**config.mk**
```make
export PLATFORM = sky130hd
export DESIGN_NAME = indication_pipe_arbiter
export DESIGN_NICKNAME = d
export VERILOG_FILES = /design/src/rtl/indication_pipe_arbiter.sv
export SDC_FILE = /design/constraint.sdc
export NUM_CORES = 1
export LEC_CHECK = 0
export CAP_MARGIN = 10
export CORE_AREA = 4 4 250 252
export CTS_BUF_LIST = sky130_fd_sc_hd__clkbuf_16
export DETAILED_ROUTE_END_ITERATION = 16
export DIE_AREA = 0 0 254 256
export PLACE_DENSITY = 0.66
export SLEW_MARGIN = 20
export SYNTH_ARGS = -nofsm -noshare
export SYNTH_HDL_FRONTEND = slang
export SYNTH_SLANG_ARGS = --single-unit
```
**constraint.sdc**
```tcl
create_clock -name CLK -period 5.9 [get_ports CLK]
set_input_delay 1.18 -clock CLK [delete_from_list [all_inputs] [get_ports CLK]]
set_output_delay 1.18 -clock CLK [all_outputs]
set_load 0.02 [all_outputs]
```
**src/rtl/indication_pipe_arbiter.sv**
```systemverilog
// rtl/indication_pipe_arbiter.sv - round-robin merge of NSRC indication pipes onto one host pipe
// Optional build macro: PIPE_ARB_PRIO0_EN (source 0 strict priority, round-robin over 1..NSRC-1)
module indication_pipe_arbiter #(
  parameter int NSRC  = 4,
  parameter int WIDTH = 128
) (
  input  logic                  CLK,
  input  logic                  nRST,
  input  logic [NSRC-1:0]       in_enq__ENA,
  input  logic [NSRC*WIDTH-1:0] in_enq_v,
  output logic [NSRC-1:0]       in_enq__RDY,
  output logic                  out_enq__ENA,
  output logic [WIDTH-1:0]      out_enq_v,
  input  logic                  out_enq__RDY,
  output logic [NSRC-1:0]       grant
);

  localparam int IDX_W = (NSRC > 1) ? $clog2(NSRC) : 1;

`ifdef PIPE_ARB_PRIO0_EN
  // Source 0 sits outside the rotation, so the pointer never rests on it.
  localparam logic [IDX_W-1:0] PTR_RST = IDX_W'(1);
`else
  localparam logic [IDX_W-1:0] PTR_RST = '0;
`endif

  // One-entry holding buffer per source plus the rotation pointer.
  logic [NSRC-1:0]            buf_valid_q, buf_valid_d;
  logic [NSRC-1:0][WIDTH-1:0] buf_v_q, buf_v_d;
  logic [IDX_W-1:0]           ptr_q, ptr_d;

  logic                       any_valid;
  logic [IDX_W-1:0]           winner;
  logic [IDX_W-1:0]           ptr_next;
  logic                       xfer;
  logic [NSRC-1:0]            winner_oh;

  // Pick the first valid buffer in scan order starting at the pointer.
  // The loop runs backwards so the last overwrite is the earliest candidate.
  always_comb begin : p_winner
    int idx;
    idx       = 0;
    winner    = '0;
    any_valid = |buf_valid_q;
`ifdef PIPE_ARB_PRIO0_EN
    if (!buf_valid_q[0]) begin
      for (int k = NSRC - 2; k >= 0; k--) begin
        idx = 1 + ((int'(ptr_q) - 1 + k) % (NSRC - 1));
        if (buf_valid_q[IDX_W'(idx)]) winner = IDX_W'(idx);
      end
    end
`else
    for (int k = NSRC - 1; k >= 0; k--) begin
      idx = (int'(ptr_q) + k) % NSRC;
      if (buf_valid_q[IDX_W'(idx)]) winner = IDX_W'(idx);
    end
`endif
  end

  // Pointer value after a grant: one past the winner, wrapping inside the rotation set.
  always_comb begin : p_ptr_next
    ptr_next = ptr_q;
`ifdef PIPE_ARB_PRIO0_EN
    if (winner != '0) begin
      if (winner == IDX_W'(NSRC - 1)) ptr_next = IDX_W'(1);
      else                            ptr_next = winner + 1'b1;
    end
`else
    if (winner == IDX_W'(NSRC - 1)) ptr_next = '0;
    else                            ptr_next = winner + 1'b1;
`endif
  end

  // Host-side transfer, grant vector and per-source ready; no path from in_enq__ENA.
  always_comb begin : p_outputs
    xfer              = any_valid & out_enq__RDY;
    out_enq__ENA      = xfer;
    out_enq_v         = any_valid ? buf_v_q[winner] : '0;
    winner_oh         = '0;
    winner_oh[winner] = 1'b1;
    grant             = winner_oh & {NSRC{xfer}};
    in_enq__RDY       = ~buf_valid_q | grant;
  end

  // Next buffer state: dequeue the winner, then let any enqueue override it.
  always_comb begin : p_next_state
    buf_valid_d = buf_valid_q;
    buf_v_d     = buf_v_q;
    ptr_d       = ptr_q;
    if (xfer) begin
      buf_valid_d[winner] = 1'b0;
      ptr_d               = ptr_next;
    end
    for (int i = 0; i < NSRC; i++) begin
      if (in_enq__ENA[i]) begin
        buf_valid_d[i] = 1'b1;
        buf_v_d[i]     = in_enq_v[i*WIDTH +: WIDTH];
      end
    end
  end

  // State registers; reset drops every buffered message.
  always_ff @(posedge CLK or negedge nRST) begin
    if (!nRST) begin
      buf_valid_q <= '0;
      buf_v_q     <= '0;
      ptr_q       <= PTR_RST;
    end else begin
      buf_valid_q <= buf_valid_d;
      buf_v_q     <= buf_v_d;
      ptr_q       <= ptr_d;
    end
  end

endmodule
```
==> flow_summary.toml, run 1 <==
[run_status]
status = "complete, no violations"

[synth]
ys_warn_count = 0
ys_seq_elements = 518
synth_cells = 1569
yosysSeqAreaShare = 0.562
syn_avg_cell_area_um2 = 14.7
synth_area_um2 = 23100
syn_nets = 2089
synth_cell_types = 30

[pwr]
power.density_nw_per_um2 = 506
ir_worst_vdd_uv = 624
p_leak_nw = 13.2

[floorplanning]
placeableCoreArea_um2 = 60100
die_y_um = 256
die_area_um2 = 65000
ioPinCount = 656
die_w_um = 254
rows = 90
initial_core_util = 0.384

[clock_network]
postCtsSetupBuffers = 0
h-tree-depth = 2
clock_latency_ns = 0.59
cts_tree = "yes"
cts.sinks = 518
clk_pin_slew_ns = 0.05
cts_made_buffers = 58
max-clock-path-buffers = 3
cts_resized = 0
postCtsHoldBufs = 0
clock-root-buffer = "clkbuf_16"

[finish]
final_nets = 2711
seq_area_um2 = 13000
area_delta_synth_final_pct = 38.8
fin_area_um2 = 32000
final_layout_size_suffix_gt1_frac = 0.277
final_common_cell = "clkdlybuf4s50_1"
nFillCells = 5111
finalNonFillerCells = 3044
multiInputGateArea_um2 = 9380
final_cell_mix = "650 x clkdlybuf4s50_1, 518 x dfrtp_1, 512 x mux2_2"

[placement]
dp_hpwl_um = 51500
dpl_cell_area_um2 = 30200
place_inst = 2913
io_buffers = 655
place.gp.congestion = 0.873

[worst_setup_path]
worstSetupPathType = "reg2out"
cp.required_ns = 4.72
slowest_delay_ns = 0.69
crit_path_max_fanout = 138
slowest_stage = "clkdlybuf4s50_1"
worst_ep_arrival_time_ns = 3.84
start_kind = "flip-flop"
worstPathCellList = "nand2_1, a21oi_1, a211oi_4, buf_12, mux2i_1, o22ai_1, clkdlybuf4s50_1"
endpoint_kind = "primary output"

[grt]
grt_pass1_wl_um = 110000
grt_antenna_before_repair = 46
track_usage = 0.223
grt_overflow = 0
grt_max_degree = 139
grt_pass1_vias = 17200

[sta]
finClkSkew_ns = 0.00570
rsz0062_at_grt = "false"
maxSlewViolCount = 0
setup_violations = 0
timing.final.hold_violations = 0
max-slew-margin-rel = 0.229
period_share = 0.851
tightest_slew_ns = 1.16
period_minus_slack_ns = 5.02
fin_tns_setup_ns = 0
fmax_mhz = 199

[route]
drtIter0Drc = 779
finalWirelength_um = 74700
firstDrtPassIters = 6
antenna_left = 0
vias = 15800
vias_per_cell = 5.18
routedWlPerCell_um = 24.5
drc = 0

[hold_path]
min_path_type = "reg2reg"

[run]
maxCapViolations = 0
==> flip-flops by register name, summed over array words and instances, names as in the netlist <==
signal,flops
buf_valid_q,4
buf_v_q,512
ptr_q,2
==> critical path: cells and delay by family (launching register included) <==
kind	cells	cell delay [ns]
muxes	1	0.21
buffers and inverters	2	1.35
AOI/OAI and AO/OA	3	0.78
and+or+nand+nor	1	0.13
DFF	1	0.48
==> worst paths after layout <==
path / start / slack (ns) / end / cells after the start
max reg2reg: buf_valid_q[0]$_DFFE_PN0P_ / 3.48 / ptr_q[1]$_DFFE_PN0P_ / 6
max: buf_valid_q[0]$_DFFE_PN0P_ / 0.88 / out_enq_v[77] / 7
min in group asynchronous: nRST / 0.67 / buf_v_q[162]$_DFFE_PN0P_ / 1
min reg2reg: buf_v_q[82]$_DFFE_PN0P_ / 0.50 / buf_v_q[82]$_DFFE_PN0P_ / 1
min: buf_v_q[82]$_DFFE_PN0P_ / 0.50 / buf_v_q[82]$_DFFE_PN0P_ / 1
max in group asynchronous: nRST / 3.88 / buf_v_q[107]$_DFFE_PN0P_ / 2
==> kinds of logic (layout without fill, tap and decap cells) <==
kind of cell	after synthesis	count (layout)	synth area share
mux	768	768	0.361
buf+inv	119	784	0.0325
flops	518	518	0.562
compound gates	143	143	0.0398
other cells	0	28	0
simple gates	20	20	0.00423
fa+ha+maj	1	1	0.000542
==> synthesized netlist by cell type <==
cell type,count,area [um^2]
buf_2,1,5.00
nand2b_1,4,25.0
inv_2,1,3.75
mux2_2,512,5770
clkbuf_4,4,30.0
mux2i_1,256,2560
a21oi_1,2,10.0
o31ai_1,1,7.51
dfrtp_1,518,13000
nor2b_1,1,6.26
o41ai_2,1,16.3
nand3b_1,1,7.51
buf_8,1,15.0
a21boi_0,1,7.51
a211oi_2,1,12.5
ha_1,1,12.5
a21o_1,3,22.5
buf_1,3,11.3
nor3_1,1,5.00
clkbuf_1,80,300
o211ai_2,1,12.5
inv_1,5,18.8
o21ai_1,1,5.00
buf_6,13,146
o21ai_0,2,10.0
nor2_1,5,18.8
or3b_1,1,8.76
o22ai_1,130,813
nand2_1,7,26.3
buf_12,11,220
==> final cells by class <==
type	count	area share
timing repair buffer	675	0.213
antenna	28	0.00219
tap	782	0.0306
multi-input combinational	932	0.293
clock buffer	59	0.0461
sequential	518	0.405
inverter	6	0.000704
clock inverter	44	0.00954
==> metrics by stage <==
step                      power [mW]  setup WS [ns]  utilization  hold slack (ns)
after floorplan                 9.39           2.82            -            0.480
after global placement          12.8           1.58        0.502            0.488
after detailed placement        12.8           1.57        0.502            0.495
after CTS                       16.4          0.901        0.531            0.507
after global routing            16.9          0.781        0.532            0.514
final                           16.2          0.881        0.532            0.503
==> report_power, final <==
group,internal (mW),total (mW),leakage [nW],switching (mW)
clock network,1.97,3.44,0.920,1.46
logic,3.92,8.60,6.22,4.68
registers,3.92,4.15,6.05,0.227
total,9.82,16.2,13.2,6.37
==> per-layer routing <==
layer  global-route usage  vias up  share of wire
li1                     -     7087              -
met1                0.270     8019           0.39
met2                0.368      477           0.50
met3               0.0772      138          0.077
met4               0.0803       34          0.028
met5                    0        -         0.0031
Power figures use the tool's default switching activity.
==> inputs of run 2 (changes only) <==
==> constraint.sdc (replaced) <==
create_clock -name CLK -period 5.9 [get_ports CLK]
set_input_delay 0.59 -clock CLK [delete_from_list [all_inputs] [get_ports CLK]]
set_output_delay 0.59 -clock CLK [all_outputs]
set_load 0.02 [all_outputs]
==> flow_summary.toml, run 2 (synthesized netlist as in run 1, its figures left out) <==
[finish]
largest_register_ffs = 512
finalNonFillerCells = 3043
multiInputGateArea_um2 = 9380
top_regs = "buf_v_q (512), buf_valid_q (4), ptr_q (2)"
utilization = 0.532
final_nets = 2711
area_delta_synth_final_pct = 38.7
nFillCells = 5116
final_layout_size_suffix_gt1_frac = 0.276
regMostFlops = "buf_v_q"
final_cell_mix = "650 x clkdlybuf4s50_1, 518 x dfrtp_1, 512 x mux2_2"
final_common_cell = "clkdlybuf4s50_1"
seq_area_um2 = 13000

[grt]
track_usage = 0.223
grt_overflow = 0
grt_max_degree = 161
grt_pass1_wl_um = 110000
grt_antenna_before_repair = 34
grt_pass1_vias = 17200

[route]
antenna_left = 0
drtIter0Drc = 654
vias_per_cell = 5.18
firstDrtPassIters = 5
routedWlPerCell_um = 24.6
wl_met2_um = 37400
finalWirelength_um = 74900
drc = 0
top_layer = "met5"
vias = 15800
wl_met1_um = 28600
wl_met3_um = 6650

[clock_network]
clock-root-buffer = "clkbuf_16"
cts.sinks = 518
clk_pin_slew_ns = 0.06
postCtsSetupBuffers = 0
cts_tree = "yes"
h-tree-depth = 2
clock_latency_ns = 0.60
postCtsHoldBufs = 0
cts_made_buffers = 57
max-clock-path-buffers = 3
cts_resized = 0

[placement]
io_buffers = 655
place_inst = 2914
place.gp.congestion = 0.879
dp_hpwl_um = 51800
place_ws_ns = 2.11

[sta]
fin_ws_ns = 1.47
worst_hold_slack_ns = 0.0769
fin_tns_setup_ns = 0
fmax_mhz = 226
finClkSkew_ns = 0.000592
setup_violations = 0
maxSlewViolCount = 0
period_minus_slack_ns = 4.43
period_share = 0.751
timing.final.hold_violations = 0
tightest_slew_ns = 1.03
max-slew-margin-rel = 0.314
rsz0062_at_grt = "false"

[worst_setup_path]
slowest_delay_ns = 0.59
endpoint_kind = "primary output"
crit_path_max_fanout = 79
critPathBufInv = 2
cp.required_ns = 5.31
start_kind = "flip-flop"
worst_ep_arrival_time_ns = 3.84
worstSetupPathType = "reg2out"
slowest_stage = "a211oi_4"
worstPathCellList = "nand2_1, a21oi_1, a211oi_4, buf_12, mux2i_1, o22ai_1, clkdlybuf4s50_1"
path_delay_family = "buffers and inverters"

[pwr]
ir_worst_vdd_uv = 638
power.density_nw_per_um2 = 506
p_leak_nw = 13.2

[run_status]
status = "complete, no violations"

[hold_path]
min_path_type = "in2async"

[floorplanning]
initial_core_util = 0.384
die_w_um = 254
rows = 90
die_area_um2 = 65000
ioPinCount = 656
die_y_um = 256
placeableCoreArea_um2 = 60100

[run]
maxCapViolations = 0
-- run 2: cell types whose count changed in the layout (fill, tap and decap cells not counted), sizes merged --
cell,before,now
clkinv,20,25
buf,25,26
bufinv,4,5
clkinvlp,3,0
diode,28,23
-- run 2: cell type report --
| cell class | count | area share |
|---|---|---|
| flip-flops and latches | 518 | 0.405 |
| multi-input cells | 932 | 0.293 |
| repair buffers | 676 | 0.212 |
| clock buffers | 59 | 0.0461 |
| well taps | 782 | 0.0306 |
| clock inverters | 47 | 0.0105 |
| diodes | 23 | 0.00180 |
| inverters | 6 | 0.000704 |
-- run 2: per-stage QoR --
step	total power, mW	cell area (um^2)
after floorplan	9.39	23100
after global placement	12.8	30100
after detailed placement	12.8	30100
after CTS	16.4	31900
after global routing	16.9	32000
final	16.2	32000
-- run 2: worst paths after layout --
check | from | to | slack, ns | depth (start not counted)
max | buf_valid_q[0]$_DFFE_PN0P_ | out_enq_v[18] | 1.47 | 7
min | nRST | buf_v_q[34]$_DFFE_PN0P_ | 0.08 | 1
max reg2reg | ptr_q[0]$_DFFE_PN0P_ | buf_valid_q[2]$_DFFE_PN0P_ | 3.50 | 8
min reg2reg | buf_v_q[26]$_DFFE_PN0P_ | buf_v_q[26]$_DFFE_PN0P_ | 0.50 | 1
max in group asynchronous | nRST | buf_v_q[196]$_DFFE_PN0P_ | 4.31 | 2
min in group CLK | buf_v_q[26]$_DFFE_PN0P_ | buf_v_q[26]$_DFFE_PN0P_ | 0.50 | 1
-- run 2: routing by layer --
| layer | up-vias | GRT usage |
|---|---|---|
| li1 | 7064 | - |
| met1 | 8044 | 0.259 |
| met2 | 505 | 0.380 |
| met3 | 136 | 0.0837 |
| met4 | 22 | 0.0762 |
| met5 | - | 0.00150 |
-- run 2: worst register-to-register path, delay by kind of cell (launching register included) --
| family | cells | cell delay, ns |
|---|---|---|
| flops | 1 | 0.45 |
| buf+inv | 1 | 0.77 |
| fa+ha+maj | 1 | 0.29 |
| simple gates | 4 | 0.51 |
| compound gates | 2 | 0.27 |
-- run 2: power breakdown --
group | leakage [nW] | internal, mW | switching, mW
clock | 0.948 | 2.01 | 1.45
sequential | 6.05 | 3.92 | 0.229
combinational | 6.21 | 3.86 | 4.71
==> inputs of run 3 (changes only) <==
--- a/config.mk
+++ b/config.mk
@@ -6,10 +6,10 @@
 export NUM_CORES = 1
 export LEC_CHECK = 0
 export CAP_MARGIN = 10
-export CORE_AREA = 4 4 250 252
+export CORE_AREA = 4 4 252 254
 export CTS_BUF_LIST = sky130_fd_sc_hd__clkbuf_16
 export DETAILED_ROUTE_END_ITERATION = 16
-export DIE_AREA = 0 0 254 256
+export DIE_AREA = 0 0 256 258
 export PLACE_DENSITY = 0.66
 export SLEW_MARGIN = 20
 export SYNTH_ARGS = -nofsm -noshare
==> constraint.sdc (replaced) <==
create_clock -name CLK -period 4.6 [get_ports CLK]
set_input_delay 0.46 -clock CLK [delete_from_list [all_inputs] [get_ports CLK]]
set_output_delay 0.46 -clock CLK [all_outputs]
set_load 0.02 [all_outputs]
==> flow_summary.toml, run 3 (synthesized netlist as in run 1, its figures left out) <==
[run_status]
status = "complete, no violations"

[route]
routedWlPerCell_um = 23.9
vias = 15600
drc = 0
firstDrtPassIters = 4
vias_per_cell = 5.10
antenna_left = 0
finalWirelength_um = 73100
drtIter0Drc = 791

[pwr]
ir_worst_vdd_uv = 473
swShare = 0.393
p_leak_nw = 13.2
total_power_mw = 20.7
pwr-share-seq = 0.257
clock_power_share = 0.210
switchingPower_mw = 8.16
p_comb_frac = 0.533
p_int_mw = 12.6
power.density_nw_per_um2 = 646

[clock_network]
cts_made_buffers = 58
max-clock-path-buffers = 3
h-tree-depth = 2
cts_resized = 0
clk_pin_slew_ns = 0.06
clock-root-buffer = "clkbuf_16"
cts.sinks = 518
clock_latency_ns = 0.59
cts_tree = "yes"

[finish]
final_nets = 2714
final_cell_mix = "650 x clkdlybuf4s50_1, 518 x dfrtp_1, 512 x mux2_2"
largest_register_ffs = 512
final_layout_size_suffix_gt1_frac = 0.277
utilization = 0.524
nFillCells = 5217
regMostFlops = "buf_v_q"
area_delta_synth_final_pct = 39.2
multiInputGateArea_um2 = 9380
final_common_cell = "clkdlybuf4s50_1"
fin_area_um2 = 32100
seq_area_um2 = 13000
top_regs = "buf_v_q (512), buf_valid_q (4), ptr_q (2)"

[sta]
rsz0062_at_grt = "false"
period_share = 0.886
fin_ws_ns = 0.525
finClkSkew_ns = 0.00194
fin_tns_setup_ns = 0
timing.final.hold_violations = 0
setup_violations = 0
tightest_slew_ns = 1.02
period_minus_slack_ns = 4.07
fmax_mhz = 245
max-slew-margin-rel = 0.317
maxSlewViolCount = 0

[worst_setup_path]
worst_ep_arrival_time_ns = 3.61
reg2reg_from = "ptr_q[1]$_DFFE_PN0P_"
slowest_stage = "clkdlybuf4s50_1"
worstSetupPathType = "reg2out"
reg2reg_depth = 7
start_kind = "flip-flop"
path_delay_family = "buffers and inverters"
cp-startpoint = "buf_valid_q[0]$_DFFE_PN0P_"
cp.depth = 8
slowest_delay_ns = 0.59
r2r_slack_ns = 2.33
worstPathCellList = "nand2_1, a21oi_1, a211oi_4, buf_4, buf_12, mux2i_1, o22ai_1, clkdlybuf4s50_1"
cp-endpoint = "out_enq_v[75]"
critPathBufInv = 3
crit_path_max_fanout = 73
reg2reg_to = "buf_valid_q[2]$_DFFE_PN0P_"
cp.required_ns = 4.14
endpoint_kind = "primary output"

[grt]
met3_usage = 0.0729
grt_max_degree = 129
grt_pass1_vias = 17400
grt_antenna_before_repair = 35
top_usage_layer = "met2"
grt_use_met1 = 0.258
track_usage = 0.214
grt_overflow = 0
grt_pass1_wl_um = 109000
met2_usage = 0.357

[floorplanning]
placeableCoreArea_um2 = 61300
rows = 91
die_area_um2 = 66000
ioPinCount = 656
die_w_um = 256
die_y_um = 258
initial_core_util = 0.377

[placement]
place.gp.congestion = 0.858
dp_hpwl_um = 50500
dpl_cell_area_um2 = 30300
io_buffers = 655
place_ws_ns = 1.12

[hold_path]
min_path_type = "in2reg"

[run]
maxCapViolations = 0
[run 3: per-stage QoR]
step | cells | hold WS [ns]
6_report | 3060 | 0.431
5_1_grt | 3053 | 0.425
4_1_cts | 3031 | 0.421
3_5_place_dp | 2923 | 0.494
3_3_place_gp | 2923 | 0.489
2_1_floorplan | 1569 | 0.164
[run 3: cell type report]
cell class / instances / share of cell area
clock buffers: 61 / 0.0475
flip-flops and latches: 518 / 0.404
repair buffers: 678 / 0.215
clock inverters: 46 / 0.00783
diodes: 29 / 0.00226
well taps: 790 / 0.0308
inverters: 6 / 0.000701
multi-input cells: 932 / 0.292
[run 3: how the worst min path moves through the flow]
stage                                        start                         end  cells after the start
after detailed placement  buf_v_q[246]$_DFFE_PN0P_    buf_v_q[246]$_DFFE_PN0P_                      1
final                               in_enq__ENA[3]  buf_valid_q[3]$_DFFE_PN0P_                      2
after global routing                in_enq__ENA[3]  buf_valid_q[3]$_DFFE_PN0P_                      2
after floorplan                               nRST      buf_v_q[0]$_DFFE_PN0P_                      0
after global placement    buf_v_q[465]$_DFFE_PN0P_    buf_v_q[465]$_DFFE_PN0P_                      1
after CTS                            in_enq_v[100]    buf_v_q[100]$_DFFE_PN0P_                      2
[run 3: metal layers]
layer / vias to the layer above / routed length [um]
met2: 475 / 35900
met1: 7906 / 29300
met5: - / 113
met3: 137 / 5480
li1: 7071 / -
met4: 16 / 2340
[run 3: timing repair]
| item | 4_1_cts | 5_1_grt |
|---|---|---|
| hold endpoints to repair | 87 | 0 |
| hold buffers | 1 | 0 |
| setup buffers | 0 | 0 |
[run 3: power groups by stage]
stage | registers, mW | clock network (mW) | logic [mW]
after floorplan | 5.30 | 0 | 6.75
after detailed placement | 5.41 | 0 | 11.1
final | 5.33 | 4.35 | 11.1
after global placement | 5.38 | 0 | 11.1
after CTS | 5.33 | 4.48 | 11.1
after global routing | 5.38 | 4.67 | 11.6
==> RTL change 1 (settings of run 3) <==
The parameter `WIDTH` goes from 128 to 256.
--- a/src/rtl/indication_pipe_arbiter.sv
+++ b/src/rtl/indication_pipe_arbiter.sv
@@ -2,7 +2,7 @@
 // Optional build macro: PIPE_ARB_PRIO0_EN (source 0 strict priority, round-robin over 1..NSRC-1)
 module indication_pipe_arbiter #(
   parameter int NSRC  = 4,
-  parameter int WIDTH = 128
+  parameter int WIDTH = 256
 ) (
   input  logic                  CLK,
   input  logic                  nRST,
Ports: changed (resized in_enq_v and out_enq_v); port bits go from 656 to 1296. No check against the original RTL was run, so the function may have changed too.
==> RTL change 1 against run 3 <==
  * The run now fails in I/O pin placement (3_2_place_iop)
  * Area after synthesis rose by 98%
==> RTL change 1: results (changes against run 3) <==
Outcome
  – Status: did not finish
  – Halt Stage: I/O pin placement (3_2_place_iop)
  – Tool Error: [ERROR PPL-0024] Number of IO pins (1296) exceeds maximum number of available positions (924). Increase the die perimeter from 1028.00um to 1762.56um.

Yosys
  – Ys Warns: 0 (unchanged)
  – Post-synthesis cell type count: 29 (-3.3%)
  – Syn Nets: 4,130 (+98%)
  – Synth area leaders: dfrtp_1 56%, mux2_2 25%, mux2i_1 11%, o22ai_1 3.5%, clkbuf_1 1.1%
  – Sequential area share after synthesis: 56.42% (+0.23 points)
  – Post-Synthesis Cells: 3,098 (+97%)
  – Yosys top cell area share: 56.42% (+0.23 points)
  – Synth Register Bits: 1,030 (+99%)
  – Top cells by instance count after synthesis: 1,030 x dfrtp_1, 996 x mux2_2, 512 x mux2i_1
  – Post-synth ARST share: 100.0% (unchanged)
[RTL change 1: cell families after synthesis]
kind of cell	after synthesis	share of synthesized area, %
compound gates	269	3.733
fa+ha+maj	1	0.02738
buf+inv	237	3.098
flops	1030	56.42
mux	1536	36.46
simple gates	25	0.2629
==> RTL change 2 (settings of run 3) <==
Made on the original files. Make the reset (`nRST`) synchronous in one clocked block.
--- a/src/rtl/indication_pipe_arbiter.sv
+++ b/src/rtl/indication_pipe_arbiter.sv
@@ -100,7 +100,7 @@
   end
 
   // State registers; reset drops every buffered message.
-  always_ff @(posedge CLK or negedge nRST) begin
+  always_ff @(posedge CLK) begin
     if (!nRST) begin
       buf_valid_q <= '0;
       buf_v_q     <= '0;
Check against the original RTL: differs if nRST is asserted again (counterexample within 4 cycles, from zero or initial values and one cycle with nRST low); with nRST held inactive, the same outputs for 4 cycles.
==> RTL change 2 against run 3 <==
  * Wire length up 6.8%
  * Sequential cell count unchanged
  * Worst setup slack worse by 0.25 ns
  * Cell area down 2.9%
  * Clock skew up 0.0013 ns
  * Die area unchanged
  * Area after synthesis down 2.7%
  * Synthesized cell count up 37%
  * Register-to-register slack worse by 0.47 ns
  * Count of clock-buffer cells in the layout down 4
  * Critical endpoint is now out_enq_v[35]
Power is not compared: it rests on default switching activity, and its combinational part moved more than twofold at a synthesized area within 25%.
==> RTL change 2: results (changes against run 3) <==
Setup path
  – CP startpoint: ptr_q[1]
  – Worst setup path end: out_enq_v[35]
  – Arr. time, crit path: 3.87 ns (+0.26 ns)
  – Cells on worst reg2reg path: 9 (+2)
  – R2R setup slack: 1.86 ns (-0.47 ns)

Layout
  – Register area: 0.01037 sq mm (-20%)
  – Clkbuf count: 57 (-6.6%)
  – Final nets: 3,226 (+19%)
  – Count of multi-input gates: 1,444 (+55%)
  – NonClk Buf Share: 22.04% (+0.51 points)
  – Finished Layout Cells: 3,571 (+17%)
  – Layout inverter count without the clock tree: 7 (+1)
  – Layout cells sized above 1: 6.579% (-21 points)
  – Bufs w/o clock: 679 (+0.15%)

Place
  – Final GP Congestion: 0.8738 (+1.8%)
  – DP Worst Slack: 0.9513 ns (-0.1732 ns)

STA
  – Clk_skew: 0.003281 ns (+0.001342 ns)

Min path
  – Worst Hold Path EP: buf_v_q[354]

Yosys
  – Syn Nets: 2,663 (+27%)
  – Top cells by instance count after synthesis: 768 x mux2i_1, 520 x nor2_1, 518 x dfxtp_1
  – Post-synth ARST share: 0% (-100 points)
  – Post-Synthesis Cells: 2,143 (+37%)

Routing
  – Via-per-instance ratio: 5.039 (-1.2%)
  – First-pass DRT Iterations: 5 (+1)
  – Starting DRC count in detailed routing: 916 (+16%)

Outcome
  – Status: completed

Global route
  – Largest net degree at the start of global routing: 152 (+18%)
  – Vias in the first global route: 18.41k (+5.9%)
RTL change 2: cell count changes in the layout (fill, tap and decap cells not counted), sizes merged, moves of 3 or more:
cell | before | now
dfrtp | 518 | 0
nor2 | 5 | 520
buf | 27 | 24
mux2 | 512 | 0
nand2 | 7 | 4
mux2i | 256 | 768
a21oi | 2 | 5
dfxtp | 0 | 518
RTL change 2: per-stage QoR:
stage | hold WS (ns) | power, mW | area, sq um
after floorplan | 0.4596 | 6.641 | 22460
after global placement | 0.4714 | 7.747 | 29380
after detailed placement | 0.4806 | 7.792 | 29380
after CTS | 0.4250 | 12.14 | 31130
after global routing | 0.4499 | 12.47 | 31200
final | 0.4744 | 12.01 | 31200
RTL change 2: routing by layer:
| layer | GRT usage [%] | wire (um) |
|---|---|---|
| met4 | 10.19 | 3041 |
| met5 | 0 | 131 |
| met3 | 4.884 | 4267 |
| met2 | 38.83 | 39300 |
| met1 | 26.32 | 31350 |
